## config.mk

```make
export PLATFORM = sky130hd
export DESIGN_NAME = taylor_term_gen
export DESIGN_NICKNAME = d
export VERILOG_FILES = /design/src/rtl/taylor_term_gen.sv
export SDC_FILE = /design/constraint.sdc
export NUM_CORES = 1
export LEC_CHECK = 0
export ABC_AREA = 1
export CAP_MARGIN = 20
export CORE_MARGIN = 10
export CORE_UTILIZATION = 40
export CTS_CLUSTER_DIAMETER = 60
export CTS_CLUSTER_SIZE = 20
export DETAILED_ROUTE_END_ITERATION = 12
export SLEW_MARGIN = 20
export SYNTH_ARGS = -nofsm -noshare
export SYNTH_HDL_FRONTEND = slang
export SYNTH_SLANG_ARGS = --single-unit
export TNS_END_PERCENT = 5
```

## constraint.sdc

```tcl
create_clock -name clk -period 6.8 [get_ports clk]
set_input_delay 0.68 -clock clk [delete_from_list [all_inputs] [get_ports clk]]
set_output_delay 0.68 -clock clk [all_outputs]
set_load 0.02 [all_outputs]
```

## src/rtl/taylor_term_gen.sv

```systemverilog
// taylor_term_gen: sequential generator of Taylor-series terms x^k/k! for an
// unsigned Q0.W input x (0 <= x < 1), with exp, sin and cos term sequences.
// Each new term is formed from the previous one by one or two sub-steps of
// T <- floor(trunc(T*x)/d). A sub-step is one multiply cycle followed by a
// W-cycle restoring divide.
//
// Ports:
//   clk, rst        clock (rising edge), synchronous active-high reset
//   start           begin an operation (sampled only in IDLE)
//   mode            00 exp, 01 sin, 10 cos, 11 exp
//   Xbus            x in Q0.W, latched on the accepted start
//   Tbus            current term magnitude (Q0.W)
//   term_k          power/factorial index of Tbus
//   term_neg        term sign (1 = subtract)
//   term_valid      Tbus/term_k/term_neg valid
//   term_ready      consumer accepts the term when term_valid & term_ready
//   busy            high from the accepted start until Done
//   Done            one-cycle pulse after the last term is accepted
//   Sbus            (TAYLOR_ACCUM_EN only) signed running sum of +/-Tbus
//
// Optional feature macro: TAYLOR_ACCUM_EN adds the Sbus running-sum output.
module taylor_term_gen #(
  parameter int unsigned W       = 16,
  parameter int unsigned N_TERMS = 8,
  parameter int unsigned KW      = 6
) (
  input  logic          clk,
  input  logic          rst,
  input  logic          start,
  input  logic [1:0]    mode,
  input  logic [W-1:0]  Xbus,
  output logic [W-1:0]  Tbus,
  output logic [KW-1:0] term_k,
  output logic          term_neg,
  output logic          term_valid,
  input  logic          term_ready,
`ifdef TAYLOR_ACCUM_EN
  output logic signed [W+1:0] Sbus,
`endif
  output logic          busy,
  output logic          Done
);

  localparam int unsigned PW = 2 * W;
  localparam int unsigned DW = KW + 1;
  localparam int unsigned CW = $clog2(W + 1);
  localparam int unsigned EW = $clog2(N_TERMS + 1);
  localparam logic [1:0] MODE_SIN = 2'b01;
  localparam logic [1:0] MODE_COS = 2'b10;

  typedef enum logic [2:0] {IDLE, MUL, DIV, EMIT, FIN} state_t;

  state_t        state_q, state_d;
  logic [W-1:0]  x_q, x_d;
  logic [1:0]    mode_q, mode_d;
  logic [W-1:0]  t_q, t_d;
  logic [KW-1:0] k_q, k_d;
  logic [DW-1:0] div_q, div_d;
  logic [DW-1:0] rem_q, rem_d;
  logic [W-1:0]  quo_q, quo_d;
  logic [CW-1:0] cnt_q, cnt_d;
  logic [1:0]    steps_q, steps_d;
  logic [EW-1:0] ecnt_q, ecnt_d;

  logic [W-1:0]  tbus_d;
  logic [KW-1:0] term_k_d;
  logic          term_neg_d, term_valid_d, busy_d, done_d;

  logic [W-1:0]  prod_hi;
  logic [DW:0]   rem_ext;
  logic          sub_ok;
  logic [DW-1:0] rem_sh;
  logic [W-1:0]  quo_sh;
  logic          is_trig, is_trig_d;

`ifdef TAYLOR_ACCUM_EN
  localparam int unsigned SW = W + 2;
  logic [SW-1:0] sum_d;
`endif

  // Next-state, datapath and registered-output values
  always_comb begin
    state_d    = state_q;
    x_d        = x_q;
    mode_d     = mode_q;
    t_d        = t_q;
    k_d        = k_q;
    div_d      = div_q;
    rem_d      = rem_q;
    quo_d      = quo_q;
    cnt_d      = cnt_q;
    steps_d    = steps_q;
    ecnt_d     = ecnt_q;
    prod_hi    = '0;
    rem_ext    = '0;
    sub_ok     = 1'b0;
    rem_sh     = '0;
    quo_sh     = '0;
    tbus_d     = '0;
    term_k_d   = '0;
    term_neg_d = 1'b0;
`ifdef TAYLOR_ACCUM_EN
    sum_d      = Sbus;
`endif
    is_trig    = (mode_q == MODE_SIN) || (mode_q == MODE_COS);

    case (state_q)
      IDLE: begin
        if (start) begin
          x_d    = Xbus;
          mode_d = mode;
          t_d    = Xbus;
          k_d    = KW'(1);
          ecnt_d = '0;
`ifdef TAYLOR_ACCUM_EN
          sum_d  = '0;
`endif
          // cos starts at k=2, so it needs one sub-step before the first term
          if (mode == MODE_COS) begin
            steps_d = 2'd1;
            state_d = MUL;
          end else begin
            state_d = EMIT;
          end
        end
      end
      MUL: begin
        // Truncated Q0.W product: keep the upper W bits
        prod_hi = W'((PW'(t_q) * PW'(x_q)) >> W);
        quo_d   = prod_hi;
        rem_d   = '0;
        cnt_d   = '0;
        div_d   = DW'(k_q) + DW'(1);
        state_d = DIV;
      end
      DIV: begin
        // One restoring-division step; the quotient shifts in where the dividend shifts out
        rem_ext = {rem_q, quo_q[W-1]};
        sub_ok  = (rem_ext >= {1'b0, div_q});
        rem_sh  = sub_ok ? DW'(rem_ext - {1'b0, div_q}) : rem_ext[DW-1:0];
        quo_sh  = {quo_q[W-2:0], sub_ok};
        rem_d   = rem_sh;
        quo_d   = quo_sh;
        cnt_d   = cnt_q + CW'(1);
        if (cnt_q == CW'(W - 1)) begin
          t_d     = quo_sh;
          k_d     = k_q + KW'(1);
          steps_d = steps_q - 2'd1;
          state_d = (steps_q == 2'd1) ? EMIT : MUL;
        end
      end
      EMIT: begin
        if (term_ready) begin
          ecnt_d = ecnt_q + EW'(1);
`ifdef TAYLOR_ACCUM_EN
          sum_d  = term_neg ? (Sbus - SW'(Tbus)) : (Sbus + SW'(Tbus));
`endif
          if (ecnt_q == EW'(N_TERMS - 1)) begin
            state_d = FIN;
          end else begin
            steps_d = is_trig ? 2'd2 : 2'd1;
            state_d = MUL;
          end
        end
      end
      FIN:     state_d = IDLE;
      default: state_d = IDLE;
    endcase

    is_trig_d    = (mode_d == MODE_SIN) || (mode_d == MODE_COS);
    term_valid_d = (state_d == EMIT);
    if (term_valid_d) begin
      tbus_d     = t_d;
      term_k_d   = k_d;
      term_neg_d = is_trig_d & k_d[1];
    end
    busy_d = (state_d != IDLE) && (state_d != FIN);
    done_d = (state_d == FIN);
  end

  // State, datapath and output registers
  always_ff @(posedge clk) begin
    if (rst) begin
      state_q    <= IDLE;
      x_q        <= '0;
      mode_q     <= '0;
      t_q        <= '0;
      k_q        <= '0;
      div_q      <= '0;
      rem_q      <= '0;
      quo_q      <= '0;
      cnt_q      <= '0;
      steps_q    <= '0;
      ecnt_q     <= '0;
      Tbus       <= '0;
      term_k     <= '0;
      term_neg   <= 1'b0;
      term_valid <= 1'b0;
      busy       <= 1'b0;
      Done       <= 1'b0;
`ifdef TAYLOR_ACCUM_EN
      Sbus       <= '0;
`endif
    end else begin
      state_q    <= state_d;
      x_q        <= x_d;
      mode_q     <= mode_d;
      t_q        <= t_d;
      k_q        <= k_d;
      div_q      <= div_d;
      rem_q      <= rem_d;
      quo_q      <= quo_d;
      cnt_q      <= cnt_d;
      steps_q    <= steps_d;
      ecnt_q     <= ecnt_d;
      Tbus       <= tbus_d;
      term_k     <= term_k_d;
      term_neg   <= term_neg_d;
      term_valid <= term_valid_d;
      busy       <= busy_d;
      Done       <= done_d;
`ifdef TAYLOR_ACCUM_EN
      Sbus       <= sum_d;
`endif
    end
  end

endmodule
```

# == Yosys cells after proc, flatten, opt, wreduce, memory -nomap -nowiden ==
# Index checks and enable logic that the tools add are counted.
# totals
register_bits,110
latchBits,0
ram_bits,0
romBits,0
input_bits,22
out_inout_bits,26
elab_cells,87
mem_count,0
# op_classes
addsub,6
mul,1
div,0
magnitude_cmp,1
n_eq_ne,19
shifts,0
mux,29
n_bitwise,2
reduce_logical,12
# op_table
cell,n
$pmux W16 S2,2
$mul A16 B16 Y32,1
$mux W16,2
$mux W2,10
$pmux W7 S2,1
$mux W3,4
$mux W6,2
$pmux W3 S4,1
$pmux W6 S2,1
$ne A2 B2 Y1 const B,5
$pmux W5 S2,1
$eq A3 B2 Y1 const B,3
$ge A8 B7 Y1,1
$mux W4,2
$pmux W4 S2,1
$add A6 B1 Y7 const B,1
$mux W7,1
$sub A7 B7 Y7,1
$add A6 B1 Y6 const B,1
$eq A2 B1 Y1 const B,3
$eq A2 B2 Y1 const B,3
$pmux W2 S3,1
$reduce_and A6 Y1,1
$reduce_bool A3 Y1,2
other kinds (17),19

# == Logic depth before layout (Yosys ltp) ==
# Gate-level depths: netlist of run 1.
# logic_depth
word_depth,7
ltp_mapped,28
depth_no_buf,26

# == Worst setup path after synthesis of run 1 ==
# No wires, ideal clock.
# synth_path
kind,register to register
startpoint,register t_q[7]
endpoint,register quo_q[12]
setup_ps,70
arrival_ps,5357
required_time_ps,6730
setup_slack_ps,1373
path_stages_with_launch,25
n_path_buf,2
period_less_slack_ps,5427
cell_sequence,dfxtp_1 > clkbuf_1 > clkbuf_1 > nand2_1 > fa_1 > inv_1 > fa_1 > inv_1 > fa_1 > inv_1 > fa_1 > fa_1 > inv_1 > fa_1 > inv_1 > ha_1 > nand2_1 > o21ai_0 > a21oi_1 > nor2_1 > nor2_1 > nand2_1 > nand2_1 > nand3_1 > a21oi_1
# synth_via
elab_chain_cells,2
# synth_lines
item,line,source
from (decl),56,"logic [W-1:0] t_q, t_d;"
from (signal assigned),208,t_q <= t_d;
$mul A16 B16 Y32,129,prod_hi = W'((PW'(t_q) * PW'(x_q)) >> W);
$pmux W16 S2,107,case (state_q)
to (signal assigned),212,quo_q <= quo_d;
to (decl),60,"logic [W-1:0] quo_q, quo_d;"
# Every way passes these cells.
# A chain may end at the register's enable or synchronous reset.

# == Worst setup path in the final report of run 1 ==
# layout_path
startpoint,register x_q[8]
endpoint,register quo_q[11]
# layout_via
elab_chain_cells,2
# layout_lines
item,line,source
from (decl),54,"logic [W-1:0] x_q, x_d;"
from (signal assigned),185,x_q <= '0;
from (signal assigned),206,x_q <= x_d;
$mul A16 B16 Y32,129,
$pmux W16 S2,107,
# Every way passes these cells.

==> results_dict.tcl, run 1 <==
set metrics [dict create \
    post-place-cells 2278 \
    hold_slack_ns 0.470 \
    slew_headroom 0.393 \
    cts_num_sinks 110 \
    crit_arrival_ns 6.23 \
    holdBufCountCts 0 \
    synth_top_area_frac 0.287 \
    drtPass1Iterations 5 \
    insertion_delay_ns 0.36 \
    wl_per_cell_um 15.9 \
    dieWidth_um 204 \
    grt_usage 0.182 \
    fill_cells 3375 \
    ys_seq_area_frac 0.163 \
    fmax_mhz 166 \
    hold_class "reg2reg" \
    power_mw 2.19 \
    syn_avg_cell_area_um2 7.33 \
    fin_nets 2170 \
    drc 0 \
    post_cts_buffers 0 \
    finalCritPeriodShare 0.885 \
    yosys_warnings 0 \
    critPathLaunchType "flip-flop" \
    area.growth.synth_to_final_pct 8.57 \
    fin_crit_ns 6.02 \
    antenna_found_initial 1 \
    dieArea_mm2 0.0416 \
    timing.setup.tns_ns 0 \
    maxCapViolCount 0 \
    final_antenna_net_count 0 \
    stdcell_count 2294 \
    clk_path_buf_depth 2 \
    place_congestion 0.977 \
    vias 11199 \
    synth_nets 2174 \
    syn_area_mm2 0.0135 \
    rows 67 \
    cp_max_fo 17 \
    rsz0062_at_grt "false" \
    finalSetupViolCount 0 \
    antenna_cells 0 \
    powerDensity_mw_per_mm2 149 \
    cts_made_buffers 9 \
    grt-ovfl-total 0 \
    drt-initial-drc-count 714 \
    htreeDepth 3 \
    status "completed" \
    synthArstFlopShare 0 \
    ys_types 39 \
    netlist_top_cells_area "fa_1, dfxtp_1, inv_1" \
    layout-drive-gt1-share 0.0439 \
    clock-root-buffer "clkbuf_16" \
    wl_um 36500 \
    start_util 0.405 \
    io_buffers 47 \
    post-synth-top-area-cell "fa_1" \
    ctsResizeCount 0 \
    synth_edf_count 0 \
    avgViaCountPerCell 4.88 \
    dp_hpwl_um 29600 \
    fp.dieH_um 204 \
    worstSetupEndpointType "flip-flop" \
    max_slew.worst_pin.slew_ns 0.909 \
    cts_tree "done" \
    path_class "reg2reg" \
    clock_skew_ns 0.00995 \
    coreArea_mm2 0.0334 \
    yosysMostFrequentCell "inv_1" \
    peakVddDrop_mv 0.234 \
    grt_max_degree 73 \
    io-pin-count 48 \
    syn_inst 1845 \
    synthFlopType "dfxtp_1" \
    clkSlewWorstSetupHoldPaths_ns 0.08 \
    grt_pass1_wl_um 60800 \
    yosys-top-cells-count "inv_1, nand2_1, fa_1" \
    leakagePower_nw 7.84 \
    finalHoldViolations 0 \
    finalMaxSlewViolations 0 \
    synth_seq_cells 110 \
    grt_pass1_vias 11667 \
    required_ns 7.01 \
]
==> final timing paths <==
kind                                             from                      to  slack [ns]  cells after the start
worst max-delay path              x_q[8]$_SDFFE_PP0P_  quo_q[11]$_SDFFE_PP0P_        0.78                     23
worst min-delay path            div_q[2]$_SDFFE_PP0P_   div_q[2]$_SDFFE_PP0P_        0.47                      2
worst max register to register    x_q[8]$_SDFFE_PP0P_  quo_q[11]$_SDFFE_PP0P_        0.78                     23
worst min register to register  div_q[2]$_SDFFE_PP0P_   div_q[2]$_SDFFE_PP0P_        0.47                      2
==> worst max-delay path, cell delays in order, from the launching register on <==
cell     delay (ns)
dfxtp_1        0.92
nand2_1        0.17
fa_1           0.54
inv_1          0.05
fa_1           0.49
inv_1          0.05
fa_1           0.54
inv_1          0.06
fa_1           0.48
fa_1           0.56
inv_1          0.06
fa_1           0.53
inv_1          0.04
ha_1           0.30
nand2_1        0.08
o21ai_0        0.36
nand2_1        0.10
nand2_1        0.09
nand2_1        0.05
and2_1         0.14
nand2_1        0.06
nand2_1        0.04
nand3_1        0.06
a21oi_1        0.06
==> state kept, by name, indices dropped and copies added, names as in the netlist <==
signal,cells
Tbus,16
x_q,16
state_q,3
rem_q,7
term_neg,1
mode_q,2
term_valid,1
t_q,16
div_q,7
Done,1
k_q,6
cnt_q,5
ecnt_q,4
quo_q,16
steps_q,2
term_k,6
busy,1
==> power by group <==
group	total (mW)	internal [mW]	switching, mW
Sequential	0.814	0.703	0.111
Combinational	0.844	0.309	0.535
Clock	0.528	0.257	0.271
Total	2.19	1.27	0.918
==> through the flow <==
step	area (µm²)	setup WS (ns)	util
detailed placement	14400	0.785	0.430
finish	14700	0.781	0.439
global route	14700	0.335	0.439
floorplan	13500	1.37	-
global placement	14400	0.741	0.430
CTS	14700	0.759	0.439
==> cell type report <==
| type | instances | area, µm² | share of cell area |
|---|---|---|---|
| flip-flops and latches | 110 | 2200 | 0.150 |
| clock inverters | 7 | 67.6 | 0.00460 |
| well taps | 448 | 561 | 0.0382 |
| repair buffers | 73 | 661 | 0.0450 |
| inverters | 481 | 1810 | 0.123 |
| multi-input cells | 1166 | 9170 | 0.624 |
| clock buffers | 9 | 225 | 0.0153 |
==> layer usage <==
metal | global-route usage | wire [µm] | vias up
met4 | 0.0330 | 515 | 2
li1 | - | - | 5429
met5 | 0 | 13 | -
met3 | 0.0288 | 1990 | 36
met1 | 0.243 | 16900 | 5476
met2 | 0.307 | 17200 | 256
==> cells by family after synthesis <==
kind of cell / Yosys count / synth area share
AO/OA/AOI/OAI: 205 / 0.0801
adder cells (fa/ha/maj): 307 / 0.391
AND/OR/NAND/NOR: 643 / 0.199
buffers and inverters: 569 / 0.160
flip-flops: 110 / 0.163
XOR/XNOR: 11 / 0.00712
==> cell usage in the layout, fill, tap and decap left out, types with 15 or more instances in the layout <==
master	instances
nor2_2	23
ha_1	113
fa_1	194
inv_1	471
nor3_1	18
o22ai_1	16
dfxtp_1	110
a21oi_1	115
nor2_1	65
o21ai_0	51
nand2_1	446
nand3_1	51
clkdlybuf4s50_1	46
buf_4	26
or2_1	15
Power figures use the tool's default switching activity.
==> inputs of run 2 (changes only) <==
Settings changed: CAP_MARGIN 20 to 10, SLEW_MARGIN 20 to 40.
==> run 2 against run 1 <==
Against the previous run:
- register-to-register slack improved by 0.12 ns
- clock power increased by 6.8%
- combinational power about the same
- critical path type unchanged
- critical path depth is 1 higher
- wire length grew 0.17%
- first-iteration DRC count shrank 9.0%
- setup slack gained 0.12 ns
==> results_dict.tcl, run 2 (synthesized netlist as in run 1, its figures left out) <==
set metrics [dict create \
    clkSlewWorstSetupHoldPaths_ns 0.08 \
    layout-drive-gt1-share 0.0477 \
    peakVddDrop_mv 0.226 \
    insertion_delay_ns 0.36 \
    finalHoldViolations 0 \
    layout_commonest_cell "inv_1" \
    rsz0062_at_grt "false" \
    hold_class "reg2reg" \
    wl_per_cell_um 16.0 \
    finalSetupViolCount 0 \
    drtPass1Iterations 8 \
    post_cts_buffers 0 \
    grt_pass1_vias 11656 \
    finalCritPeriodShare 0.868 \
    powerDensity_mw_per_mm2 151 \
    required_ns 7.01 \
    path_class "reg2reg" \
    utilization 0.440 \
    area.growth.synth_to_final_pct 8.81 \
    worstSetupEndpointType "flip-flop" \
    critPathLaunchType "flip-flop" \
    maxCapViolCount 0 \
    grt_pass1_wl_um 60800 \
    dieArea_mm2 0.0416 \
    final_cell_mix "inv_1, nand2_1, fa_1" \
    grt_usage 0.182 \
    timing.setup.tns_ns 0 \
    clock-root-buffer "clkbuf_16" \
    drt-initial-drc-count 650 \
    final_antenna_net_count 0 \
    io_buffers 47 \
    dieWidth_um 204 \
    post-place-cells 2278 \
    hold_slack_ns 0.464 \
    cts_made_buffers 9 \
    cp_max_fo 13 \
    stdcell_count 2294 \
    fin_nets 2170 \
    antenna_found_initial 1 \
    leakagePower_nw 7.86 \
    finalMaxSlewViolations 0 \
    max_slew.worst_pin.slew_ns 0.845 \
    grt-ovfl-total 0 \
    holdBufCountCts 0 \
    status "completed" \
    clock_skew_ns 0.0113 \
    ctsResizeCount 0 \
    slew_headroom 0.436 \
    cts_num_sinks 110 \
    fmax_mhz 169 \
    drc 0 \
    vias 11204 \
    dp_hpwl_um 29500 \
    rows 67 \
    fin_crit_ns 5.90 \
    wl_um 36600 \
    avgViaCountPerCell 4.88 \
    clk_path_buf_depth 2 \
    start_util 0.405 \
    fp.dieH_um 204 \
    coreArea_mm2 0.0334 \
    cts_tree "done" \
    io-pin-count 48 \
    crit_arrival_ns 6.12 \
    grt_max_degree 73 \
    antenna_cells 0 \
    htreeDepth 3 \
    place_congestion 0.977 \
]
[run 2: changes by cell type in the layout (fill, tap and decap cells not counted)]
cell / delta
dfxtp_1: -6
dfxtp_2: +6
clkinvlp_4: -1
inv_6: +1
clkinv_4: -1
bufinv_16: +1
nand2_2: +1
nand2_1: -1
[run 2: worst max-delay path: stages, from the launching register on]
cell and delay [ns]:
dfxtp_1 0.74, buf_4 0.27, nand2_1 0.06, inv_1 0.11, fa_1 0.42, inv_1 0.09
fa_1 0.44, fa_1 0.52, inv_1 0.05, fa_1 0.50, fa_1 0.56, inv_1 0.06
fa_1 0.53, inv_1 0.04, ha_1 0.30, nand2_1 0.09, o21ai_0 0.37, nand2_1 0.10
nand2_1 0.10, nand2_1 0.05, and2_1 0.14, nand2_1 0.06, nand2_1 0.04, nand3_1 0.06
a21oi_1 0.06
[run 2: worst paths after layout]
kind | startpoint | end | slack [ns] | cells past startpoint
hold / removal | div_q[2]$_SDFFE_PP0P_ | div_q[2]$_SDFFE_PP0P_ | 0.46 | 2
setup / recovery | t_q[9]$_SDFF_PP0_ | quo_q[11]$_SDFFE_PP0P_ | 0.90 | 24
hold reg to reg | div_q[2]$_SDFFE_PP0P_ | div_q[2]$_SDFFE_PP0P_ | 0.46 | 2
setup reg to reg | t_q[9]$_SDFF_PP0_ | quo_q[11]$_SDFFE_PP0P_ | 0.90 | 24
[run 2: metal layers]
layer	global-route usage	wire length, µm
met1	0.243	16800
met2	0.303	17200
met3	0.0277	1780
met4	0.0445	750
met5	0	13
[run 2: power by group]
| group | internal [mW] | total [mW] | leakage (nW) | switching [mW] |
|---|---|---|---|---|
| sequential | 0.703 | 0.816 | 0.897 | 0.112 |
| combinational | 0.309 | 0.844 | 6.81 | 0.535 |
| clock | 0.295 | 0.564 | 0.153 | 0.269 |
[run 2: cell type report]
| type | instances | area, µm² |
|---|---|---|
| Clock inverter | 7 | 90.1 |
| Multi-Input combinational cell | 1166 | 9170 |
| Inverter | 481 | 1810 |
| Timing Repair Buffer | 73 | 661 |
| Sequential cell | 110 | 2210 |
| Fill cell | 3361 | 18700 |
| Clock buffer | 9 | 225 |
| Tap cell | 448 | 561 |
[run 2: stage by stage]
step                      cell area, µm²  worst slack, ns  total power [mW]
after global routing               14700            0.514              2.39
after detailed placement           14400            0.822              1.67
after CTS                          14700            0.790              2.24
after global placement             14400            0.741              1.66
final                              14700            0.896              2.22
after floorplan                    13500             1.37              1.41
